**config.mk**
```make
export PLATFORM = sky130hd
export DESIGN_NAME = write_back
export DESIGN_NICKNAME = d
export VERILOG_FILES = /design/src/rtl/write_back_pkg.sv /design/src/rtl/write_back.sv
export SDC_FILE = /design/constraint.sdc
export NUM_CORES = 1
export LEC_CHECK = 0
export ABC_CLOCK_PERIOD_IN_PS = 7100
export BUFFER_PORTS_ARGS = -buffer_cell sky130_fd_sc_hd__buf_2
export CORE_MARGIN = 1
export CORE_UTILIZATION = 30
export DETAILED_ROUTE_END_ITERATION = 7
export GPL_ROUTABILITY_DRIVEN = 1
export HOLD_SLACK_MARGIN = 0.03
export PLACE_DENSITY = 0.59
export SLEW_MARGIN = 40
export SYNTH_ARGS = -nofsm -noshare
export SYNTH_HDL_FRONTEND = slang
export SYNTH_SLANG_ARGS = --single-unit
```
**constraint.sdc**
```tcl
create_clock -name clock -period 7.1 [get_ports clock]
set_input_delay 1.42 -clock clock [delete_from_list [all_inputs] [get_ports clock]]
set_output_delay 1.42 -clock clock [all_outputs]
set_load 0.01 [all_outputs]
```
**src/rtl/write_back_pkg.sv**
```systemverilog
// write_back_pkg: shared pipeline types, flag bit positions and write-back state encoding
package write_back_pkg;
    typedef logic [4:0]  regind_t;
    typedef logic [31:0] regval_t;
    localparam int FLAG_CARRY    = 3;
    localparam int FLAG_NEGATIVE = 2;
    localparam int FLAG_OVERFLOW = 1;
    localparam int FLAG_ZERO     = 0;
    typedef enum logic [1:0] {IDLE, UPPER, STORE} wb_state_t;
endpackage

```
**src/rtl/write_back.sv**
```systemverilog
// write_back: final pipeline stage committing register, flag and store effects
module write_back
    import write_back_pkg::*;
#(
    parameter int REG_BITS  = 5,
    parameter int DATA_BITS = 32
) (
    input  logic                 clock,
    input  logic                 reset,
    input  logic                 in_valid,
    output logic                 in_hold,
    input  logic [31:0]          in_pc,
    input  logic [REG_BITS-1:0]  in_destination_register,
    input  logic                 in_is_writing_memory,
    input  logic [3:0]           in_flags,
    input  logic [DATA_BITS-1:0] in_destination_value,
    input  logic                 in_has_upper_value,
    input  logic [DATA_BITS-1:0] in_upper_value,
    input  logic [DATA_BITS-1:0] in_adjustment_value,
    input  logic                 in_has_flushed,
    output logic [REG_BITS-1:0]  rd_index,
    input  logic [DATA_BITS-1:0] rd_value,
    output logic                 rf_we,
    output logic [REG_BITS-1:0]  rf_index,
    output logic [DATA_BITS-1:0] rf_value,
    output logic                 flags_we,
    output logic [3:0]           flags_value,
    output logic                 mem_write,
    output logic [DATA_BITS-1:0] mem_address,
    output logic [DATA_BITS-1:0] mem_data,
    input  logic                 mem_wait,
    output logic                 retire_valid,
    output logic [31:0]          retire_pc
);
    wb_state_t             state;
    logic [DATA_BITS-1:0]  upper_q;
    logic [REG_BITS-1:0]   next_index;
    logic                  take;
    assign take       = in_valid && state == IDLE && !in_has_flushed;
    assign in_hold    = !reset && in_valid && (state != IDLE ||
                        (!in_has_flushed && (in_has_upper_value || in_is_writing_memory)));
    assign rd_index   = in_destination_register;
    // rf_index still holds the lower word's index while in UPPER
    assign next_index = rf_index + 1'b1;
    always_ff @(posedge clock or posedge reset) begin
        if (reset) begin
            state        <= IDLE;
            upper_q      <= '0;
            rf_we        <= 1'b0;
            rf_index     <= '0;
            rf_value     <= '0;
            flags_we     <= 1'b0;
            flags_value  <= '0;
            mem_write    <= 1'b0;
            mem_address  <= '0;
            mem_data     <= '0;
            retire_valid <= 1'b0;
            retire_pc    <= '0;
        end else begin
            rf_we        <= 1'b0;
            flags_we     <= 1'b0;
            retire_valid <= 1'b0;
            if (state == UPPER) begin
                rf_we        <= next_index != '0;
                rf_index     <= next_index;
                rf_value     <= upper_q;
                retire_valid <= 1'b1;
                state        <= IDLE;
            end else if (state == STORE) begin
                if (!mem_wait) begin
                    mem_write    <= 1'b0;
                    retire_valid <= 1'b1;
                    state        <= IDLE;
                end
            end else if (take) begin
                flags_we    <= 1'b1;
                flags_value <= in_flags;
                retire_pc   <= in_pc;
                if (in_is_writing_memory) begin
                    mem_write   <= 1'b1;
                    mem_address <= rd_value + in_adjustment_value;
                    mem_data    <= in_destination_value;
                    state       <= STORE;
                end else begin
                    rf_we        <= in_destination_register != '0;
                    rf_index     <= in_destination_register;
                    rf_value     <= in_destination_value;
                    upper_q      <= in_upper_value;
                    retire_valid <= !in_has_upper_value;
                    state        <= in_has_upper_value ? UPPER : IDLE;
                end
            end
        end
    end
endmodule
```
=== After elaboration in Yosys (flattened, before gate mapping) ===
Cells that the tools add are included.

* Register bits after elaboration: 175
* Input bits: 176
* Output and inout port bits: 147
* Logic and storage cells: 77

* Add/sub/neg operators: 2
* Equal/unequal tests: 6
* Mux-type cells: 30
* Bitwise logic cells: 3
* Reductions and logical operators: 24

{| class="wikitable"
|+ Operator list
! cell !! number
|-
| 32-bit 2-to-1 mux || 4
|-
| 32-bit adder || 1
|-
| 5-bit 2-to-1 mux || 4
|-
| 1-bit 2-to-1 mux || 17
|-
| 4-bit AND reduction || 3
|-
| 2-bit 2-to-1 mux || 5
|-
| 5-bit nonzero test || 2
|-
| 2-bit nonzero test || 4
|-
| 3-bit AND reduction || 2
|-
| 5-bit by 1-bit adder with 5-bit output, second input constant || 1
|-
| 1-bit logical AND || 5
|-
| 2-bit != test, second input constant || 2
|-
| 1-bit zero test || 3
|-
| 3-bit != test, second input constant || 1
|-
| 1-bit NOT || 3
|-
| 3-bit nonzero test || 1
|-
| 2-bit by 1-bit equality test with 1-bit output, second input constant || 1
|-
| 2-bit equality test, second input constant || 1
|-
| 2-bit zero test || 1
|-
| 1-bit logical OR || 2
|-
| 2-bit by 1-bit != test with 1-bit output, second input constant || 1
|-
| 2-bit AND reduction || 1
|}

=== Depth between registers and ports, before layout ===
Gate-level depths: netlist of run 1.

* Depth in word-level cells: 6
* Gate-level depth with buffers: 10
* Mapped depth without buffers: 9

=== Worst setup path after synthesis of run 1 ===
No wires, ideal clock.

* Path kind: input to output
* Start: in reset
* End: out in_hold
* Arrival: 5.633 ns
* Data required time: 5.680 ns
* Path slack: 0.047 ns
* Cell stages on the path: 2
* Path buffers: 0
* Path through: inv_1 > and3_1

* Longest elaborated chain between the ends: 3

{| class="wikitable"
|+ Ends and longest elaborated chain
! item !! line !! text
|-
| start: declaration || write_back.sv:9 || <nowiki>input logic reset,</nowiki>
|-
| 1-bit zero test (no line) || n/a ||
|-
| 1-bit logical AND (2 in a row) || write_back.sv:40 || <nowiki>assign in_hold = !reset && in_valid && (state != IDLE ||</nowiki>
|-
| end: declaration || write_back.sv:11 || <nowiki>output logic in_hold,</nowiki>
|}

No other way between the ends.

=== Worst setup path after layout of run 1 ===
Ends and elaborated chain as after synthesis.

==> results of run 1 <==
## area by class of cell
| cell class | count | area [um2] |
|---|---|---|
| fill | 3050 | 18000 |
| multi-input combinational | 661 | 4410 |
| sequential | 175 | 4380 |
| timing repair buffer | 329 | 1680 |
| tap | 390 | 488 |
| clock buffer | 18 | 429 |
| clock inverter | 14 | 144 |
| inverter | 10 | 45.0 |
## stage by stage
| step | util (%) | total power, mW | setup slack, ps | instances | hold WS (ps) |
|---|---|---|---|---|---|
| 2_1_floorplan | - | 2.84 | 47.2 | 891 | 458 |
| 6_report | 39.2 | 4.47 | 3250 | 1597 | 473 |
| 3_3_place_gp | 37.1 | 3.53 | 2760 | 1563 | 455 |
| 5_1_grt | 39.2 | 4.80 | 3080 | 1597 | 499 |
| 3_5_place_dp | 37.2 | 3.60 | 3180 | 1565 | 457 |
| 4_1_cts | 39.2 | 4.53 | 3180 | 1597 | 475 |
## critical path, delay by kind of cell
| kind | cells | cell delay [ps] |
|---|---|---|
| buffers and inverters | 3 | 750 |
| and+or+nand+nor | 1 | 250 |
## flip-flops by register name, indices dropped and copies added, names as in the netlist
register	flops
rf_we	1
mem_address	32
state	2
retire_valid	1
upper_q	32
flags_value	4
mem_data	32
rf_value	32
flags_we	1
retire_pc	32
mem_write	1
rf_index	5
## cell families after synthesis
group                    share of synthesized area, %
AO/OA/AOI/OAI                                    13.8
XOR/XNOR                                         2.14
adder cells (fa/ha/maj)                          5.36
buffers and inverters                            2.74
flip-flops                                       48.6
multiplexers                                     12.3
AND/OR/NAND/NOR                                  15.1
## power by group
part           internal, mW  switching, mW  total (mW)
Clock                 0.469          0.449       0.918
Combinational         0.799           1.01        1.81
Sequential             1.48          0.262        1.74
## synth_stat cells, types with 7 or more instances
cell type	n	area (um2)
ha_1	37	463
xor2_1	12	105
nor2_1	41	154
o21ai_1	11	55.1
buf_2	17	85.1
mux2_1	7	78.8
inv_1	10	37.5
a21oi_1	43	215
mux2i_1	34	340
clkbuf_1	22	82.6
and3_1	7	43.8
a21o_1	14	105
nor3_1	10	50.1
dfrtp_1	175	4380
nand3_1	9	45.0
nand2_1	194	728
mux2_2	61	687
xnor2_1	10	87.6
o21ai_0	75	375
## metal layers
layer / global-route usage [%] / up-vias / part of all wire (%)
met3: 2.27 / 32 / 4.1
li1: - / 3731 / -
met1: 22.5 / 3611 / 46
met5: 0 / - / 0
met4: 5.33 / 0 / 2.1
met2: 27.3 / 238 / 48
## worst paths after layout
check	start	end	slack (ps)	cells after the start
min in group asynchronous	reset	mem_address[14]	1130	2
min	mem_data[30]	mem_data[30]	470	2
max	reset	in_hold	3250	4
max reg2reg	state[1]	rf_index[4]	4300	9
min reg2reg	mem_data[30]	mem_data[30]	470	2
max in group asynchronous	reset	mem_data[19]	4790	3
==> impl_metrics.prom, run 1 <==
# TYPE chip_impl_metric gauge
chip_impl_metric{name="synth_cell_area",unit="um2"} 9010
chip_impl_metric{name="routedWlPerCell",unit="um"} 16.0
chip_impl_metric{name="drt_first_iter_violations",unit=""} 391
chip_impl_metric{name="detailedPlacementHpwl",unit="um"} 18800
chip_impl_metric{name="maximum_single_stage_delay_on_the_critical_path",unit="ps"} 490
chip_impl_info{name="critPathSlowestCell",value="inv_8"} 1
chip_impl_metric{name="die_outline_area",unit="um2"} 30700
chip_impl_metric{name="synth_area_per_cell",unit="um2"} 10.1
chip_impl_metric{name="grt_pass1_vias",unit=""} 7360
chip_impl_metric{name="finalWirelength",unit="um"} 25500
chip_impl_metric{name="synth_cell_type_count",unit=""} 74
chip_impl_metric{name="initial_core_util",unit="%"} 30.5
chip_impl_metric{name="vias_per_cell",unit=""} 4.77
chip_impl_metric{name="yosys_register_bits",unit=""} 175
chip_impl_metric{name="holdBufCountCts",unit=""} 0
chip_impl_metric{name="max-clock-path-buffers",unit=""} 2
chip_impl_info{name="grt_setup_unrepaired",value="no"} 1
chip_impl_metric{name="gp_congestion",unit=""} 0.838
chip_impl_metric{name="fin_crit_sh",unit="%"} 54.3
chip_impl_metric{name="critical_path.max_fanout",unit=""} 102
chip_impl_metric{name="period_minus_slack",unit="ps"} 3850
chip_impl_metric{name="sinks_on_clock_net",unit=""} 175
chip_impl_info{name="final_cell_mix",value="322 x buf_2, 193 x nand2_1, 175 x dfrtp_1, 75 x o21ai_0, 61 x mux2_2"} 1
chip_impl_metric{name="worstMarginPinSlew",unit="ps"} 838
chip_impl_info{name="timing.critical_path.cells",value="buf_2 > inv_8 > and3_1 > buf_2"} 1
chip_impl_info{name="critical_path.endpoint_type",value="output pin"} 1
chip_impl_metric{name="grt_antenna_before_repair",unit=""} 0
chip_impl_metric{name="fp.dieW",unit="um"} 175
chip_impl_info{name="status",value="complete, no violations"} 1
chip_impl_metric{name="cts_buffers",unit=""} 17
chip_impl_metric{name="synth-edff-count",unit=""} 0
chip_impl_metric{name="maxSlewViolCount",unit=""} 0
chip_impl_metric{name="synth-async-reset-ratio",unit="%"} 100
chip_impl_metric{name="std_cell_rows",unit=""} 63
chip_impl_metric{name="power.ir.vdd_worst",unit="mV"} 0.157
chip_impl_info{name="class_of_the_worst_hold_path",value="reg -> reg"} 1
chip_impl_metric{name="nets_finish",unit=""} 1408
chip_impl_metric{name="standard_cell_area_after_detailed_placement",unit="um2"} 11000
chip_impl_metric{name="grt_overflow",unit=""} 0
chip_impl_metric{name="route.antenna.remaining_nets",unit=""} 0
chip_impl_info{name="cp-start-kind",value="input pin"} 1
chip_impl_metric{name="synth_cells",unit=""} 891
chip_impl_metric{name="setup_tns_after_final_layout",unit="ps"} 0
chip_impl_metric{name="cts.clk_slew.worst_paths",unit="ps"} 70
chip_impl_metric{name="cellLeakagePower",unit="nW"} 5.69
chip_impl_metric{name="vias",unit=""} 7612
chip_impl_metric{name="drv.max_cap_violation_count",unit=""} 0
chip_impl_info{name="cts_tree",value="done"} 1
chip_impl_metric{name="worstPathRequired",unit="ps"} 5680
chip_impl_info{name="ys.flop_type",value="dfrtp_1"} 1
chip_impl_metric{name="detail_route.first_pass.iterations",unit=""} 5
chip_impl_info{name="cpMostUsedCell",value="buf_2"} 1
chip_impl_info{name="layout_commonest_cell",value="buf_2"} 1
chip_impl_info{name="clk_root_buffer_cell",value="clkbuf_16"} 1
chip_impl_metric{name="ios",unit=""} 323
chip_impl_metric{name="grtUsageTotal",unit="%"} 16.6
chip_impl_info{name="critical_path_class",value="in -> out"} 1
chip_impl_metric{name="clock_latency_at_the_later_pin_of_the_worst_skew_pair",unit="ps"} 420
chip_impl_metric{name="final_layout_size_suffix_gt1_share",unit="%"} 37.5
chip_impl_metric{name="die_h",unit="um"} 175
chip_impl_metric{name="maxClockFrequency",unit="MHz"} 259
chip_impl_metric{name="core_area",unit="um2"} 29600
chip_impl_metric{name="post_cts.repair.setup_buffers",unit=""} 0
chip_impl_metric{name="antenna_cells_inserted",unit=""} 0
chip_impl_metric{name="number_of_h_tree_levels",unit=""} 4
chip_impl_metric{name="critPathArrivalTime",unit="ps"} 2430
chip_impl_metric{name="final.setup_skew",unit="ps"} 11.9
chip_impl_metric{name="setup_viol",unit=""} 0
chip_impl_metric{name="grt_max_degree",unit=""} 103
chip_impl_metric{name="hold_viol_final",unit=""} 0
chip_impl_metric{name="port_buffers",unit=""} 322
chip_impl_metric{name="synth_sequential_area_ratio",unit="%"} 48.6
chip_impl_metric{name="slew_headroom",unit="%"} 44.1
chip_impl_metric{name="post_cts.resized_instances",unit=""} 0
chip_impl_metric{name="synth-warning-count",unit=""} 0
chip_impl_metric{name="synth_nets",unit=""} 1105
chip_impl_metric{name="drcViolationCount",unit=""} 0
chip_impl_metric{name="post-route-cell-area",unit="um2"} 11600
chip_impl_metric{name="power.density",unit="nW/um2"} 386
chip_impl_metric{name="grt_first_pass_wirelength",unit="um"} 40200
chip_impl_metric{name="area.growth.synth_to_final",unit="%"} 28.6
Power figures use the tool's default switching activity.
==> run 2, diff against run 1 <==
--- a/config.mk
+++ b/config.mk
@@ -5,7 +5,7 @@
 export SDC_FILE = /design/constraint.sdc
 export NUM_CORES = 1
 export LEC_CHECK = 0
-export ABC_CLOCK_PERIOD_IN_PS = 7100
+export ABC_CLOCK_PERIOD_IN_PS = 3500
 export BUFFER_PORTS_ARGS = -buffer_cell sky130_fd_sc_hd__buf_2
 export CORE_MARGIN = 1
 export CORE_UTILIZATION = 30
==> constraint.sdc (replaced) <==
create_clock -name clock -period 3.5 [get_ports clock]
set_input_delay 0.7 -clock clock [delete_from_list [all_inputs] [get_ports clock]]
set_output_delay 0.7 -clock clock [all_outputs]
set_load 0.01 [all_outputs]
==> impl_metrics.prom, run 2 (synthesized netlist as in run 1, its figures left out) <==
# TYPE chip_impl_metric gauge
chip_impl_metric{name="sinks_on_clock_net",unit=""} 175
chip_impl_metric{name="post-route-cell-area",unit="um2"} 11600
chip_impl_metric{name="fillerInstances",unit=""} 3035
chip_impl_metric{name="detailedPlacementHpwl",unit="um"} 19100
chip_impl_info{name="layout_commonest_cell",value="buf_2"} 1
chip_impl_info{name="critical_path.endpoint_type",value="flip-flop"} 1
chip_impl_metric{name="critPathArrivalTime",unit="ps"} 2970
chip_impl_metric{name="slew_headroom",unit="%"} 45.0
chip_impl_info{name="class_of_the_worst_hold_path",value="in -> async"} 1
chip_impl_metric{name="grt_antenna_before_repair",unit=""} 2
chip_impl_metric{name="timing.reg2reg.worst_path_depth",unit=""} 9
chip_impl_info{name="critical_path_class",value="in -> reg"} 1
chip_impl_metric{name="die_h",unit="um"} 175
chip_impl_metric{name="post_cts.repair.setup_buffers",unit=""} 0
chip_impl_metric{name="detail_route.first_pass.iterations",unit=""} 6
chip_impl_metric{name="final_layout_size_suffix_gt1_share",unit="%"} 37.6
chip_impl_metric{name="worstPathRequired",unit="ps"} 3770
chip_impl_metric{name="area.growth.synth_to_final",unit="%"} 28.4
chip_impl_metric{name="finalWirelength",unit="um"} 25800
chip_impl_info{name="cp-start-kind",value="input pin"} 1
chip_impl_info{name="cpLargestDelayFamily",value="compound AO/OA/AOI/OAI gates"} 1
chip_impl_metric{name="cts_buffers",unit=""} 17
chip_impl_metric{name="number_of_cells_in_the_design_after_placement",unit=""} 1567
chip_impl_metric{name="grtUsageTotal",unit="%"} 16.8
chip_impl_metric{name="critical_path.max_fanout",unit=""} 5
chip_impl_metric{name="maximum_single_stage_delay_on_the_critical_path",unit="ps"} 430
chip_impl_metric{name="routedWlPerCell",unit="um"} 16.1
chip_impl_metric{name="die_outline_area",unit="um2"} 30700
chip_impl_metric{name="grt_pass1_vias",unit=""} 7466
chip_impl_metric{name="initial_core_util",unit="%"} 30.5
chip_impl_info{name="cts_tree",value="done"} 1
chip_impl_metric{name="final_non_filler_cell_total",unit=""} 1602
chip_impl_info{name="status",value="complete, no violations"} 1
chip_impl_metric{name="power.density",unit="nW/um2"} 776
chip_impl_metric{name="power.ir.vdd_worst",unit="mV"} 0.262
chip_impl_metric{name="drv.max_cap_violation_count",unit=""} 0
chip_impl_metric{name="reg2reg_slack",unit="ps"} 1250
chip_impl_metric{name="hold_viol_final",unit=""} 0
chip_impl_metric{name="std_cell_rows",unit=""} 63
chip_impl_metric{name="max-clock-path-buffers",unit=""} 2
chip_impl_metric{name="grt_first_pass_wirelength",unit="um"} 40300
chip_impl_metric{name="standard_cell_area_after_detailed_placement",unit="um2"} 11000
chip_impl_metric{name="number_of_h_tree_levels",unit=""} 4
chip_impl_metric{name="nets_finish",unit=""} 1410
chip_impl_info{name="endpoint_of_the_lowest_slack_register_to_register_path",value="mem_address[24]"} 1
chip_impl_metric{name="gp_congestion",unit=""} 0.819
chip_impl_metric{name="fin_crit_sh",unit="%"} 77.0
chip_impl_metric{name="post_cts.resized_instances",unit=""} 0
chip_impl_info{name="timing.critical_path.cells",value="buf_2 > ha_1 > fa_1 > a21oi_1 > o21ai_2 > a21oi_1 > o21ai_1 > nand4_1 > mux2i_1 > o311ai_0"} 1
chip_impl_metric{name="setup_viol",unit=""} 0
chip_impl_metric{name="drt_first_iter_violations",unit=""} 373
chip_impl_metric{name="cellLeakagePower",unit="nW"} 5.68
chip_impl_info{name="worstReg2RegStart",value="state[0]"} 1
chip_impl_metric{name="grt_max_degree",unit=""} 92
chip_impl_metric{name="setup_tns_after_final_layout",unit="ps"} 0
chip_impl_metric{name="cts.clk_slew.worst_paths",unit="ps"} 70
chip_impl_info{name="clk_root_buffer_cell",value="clkbuf_16"} 1
chip_impl_metric{name="worstMarginPinSlew",unit="ps"} 826
chip_impl_metric{name="maxClockFrequency",unit="MHz"} 371
chip_impl_info{name="grt_setup_unrepaired",value="no"} 1
chip_impl_metric{name="route.antenna.remaining_nets",unit=""} 0
chip_impl_metric{name="vias_per_cell",unit=""} 4.79
chip_impl_metric{name="maxSlewViolCount",unit=""} 0
chip_impl_metric{name="port_buffers",unit=""} 322
chip_impl_metric{name="ios",unit=""} 323
chip_impl_metric{name="period_minus_slack",unit="ps"} 2690
chip_impl_metric{name="grt_overflow",unit=""} 0
chip_impl_metric{name="core_area",unit="um2"} 29600
chip_impl_metric{name="vias",unit=""} 7677
chip_impl_metric{name="fp.dieW",unit="um"} 175
chip_impl_info{name="cpMostUsedCell",value="a21oi_1"} 1
chip_impl_metric{name="drcViolationCount",unit=""} 0
chip_impl_info{name="final_cell_mix",value="322 x buf_2, 193 x nand2_1, 175 x dfrtp_1, 75 x o21ai_0, 61 x mux2_2"} 1
chip_impl_metric{name="clock_latency_at_the_later_pin_of_the_worst_skew_pair",unit="ps"} 430
chip_impl_metric{name="cp_num_buf_inv",unit=""} 1
chip_impl_metric{name="hold_ws",unit="ps"} 367
chip_impl_metric{name="holdBufCountCts",unit=""} 0
chip_impl_metric{name="final.setup_skew",unit="ps"} 7.05
chip_impl_info{name="critPathSlowestCell",value="fa_1"} 1
-- run 2: cell count changes in the layout (fill, tap and decap cells not counted), sizes merged --
cell	previous run	this run
inv	17	14
clkinv	5	4
clkinvlp	2	6
buf	329	331
diode	0	3
-- run 2: cell type report --
class                      instances  area (um2)  area share [%]
tap                              390         488            4.22
clock inverter                    14         108           0.930
sequential                       175        4380            37.9
timing repair buffer             331        1710            14.8
antenna                            3        7.51          0.0649
clock buffer                      18         429            3.71
multi-input combinational        661        4410            38.1
inverter                          10        41.3           0.357
-- run 2: layer usage --
| layer | GRT usage, % | vias to the layer above | wire, um |
|---|---|---|---|
| li1 | - | 3726 | - |
| met1 | 21.3 | 3711 | 11400 |
| met2 | 28.0 | 215 | 12700 |
| met3 | 3.74 | 25 | 1310 |
| met4 | 5.72 | 0 | 433 |
| met5 | 0 | - | 0 |
-- run 2: metrics by stage --
step	total power, mW	utilization (%)	setup slack [ps]
after global placement	7.19	37.2	385
after global routing	9.66	39.1	620
after floorplan	5.77	-	-957
after CTS	9.12	39.1	811
after detailed placement	7.30	37.3	339
final	8.98	39.1	806
-- run 2: worst max path at each step --
stage	cells past startpoint	slack (ps)	from	endpoint
3_3_place_gp	10	390	in_adjustment_value[0]	mem_address[16]
2_1_floorplan	2	-960	reset	in_hold
6_report	10	810	in_adjustment_value[0]	mem_address[24]
5_1_grt	10	620	in_adjustment_value[0]	mem_address[24]
3_5_place_dp	10	340	in_adjustment_value[0]	mem_address[30]
4_1_cts	10	810	in_adjustment_value[0]	mem_address[24]
-- run 2: power by group --
part           internal (mW)  switching, mW
Sequential              3.01          0.521
Combinational           1.62           2.06
Clock                  0.919          0.861
-- run 2: worst min-delay path: stages --
cell	delay, ps
buf_2	110
clkinvlp_4	80
buf_12	330
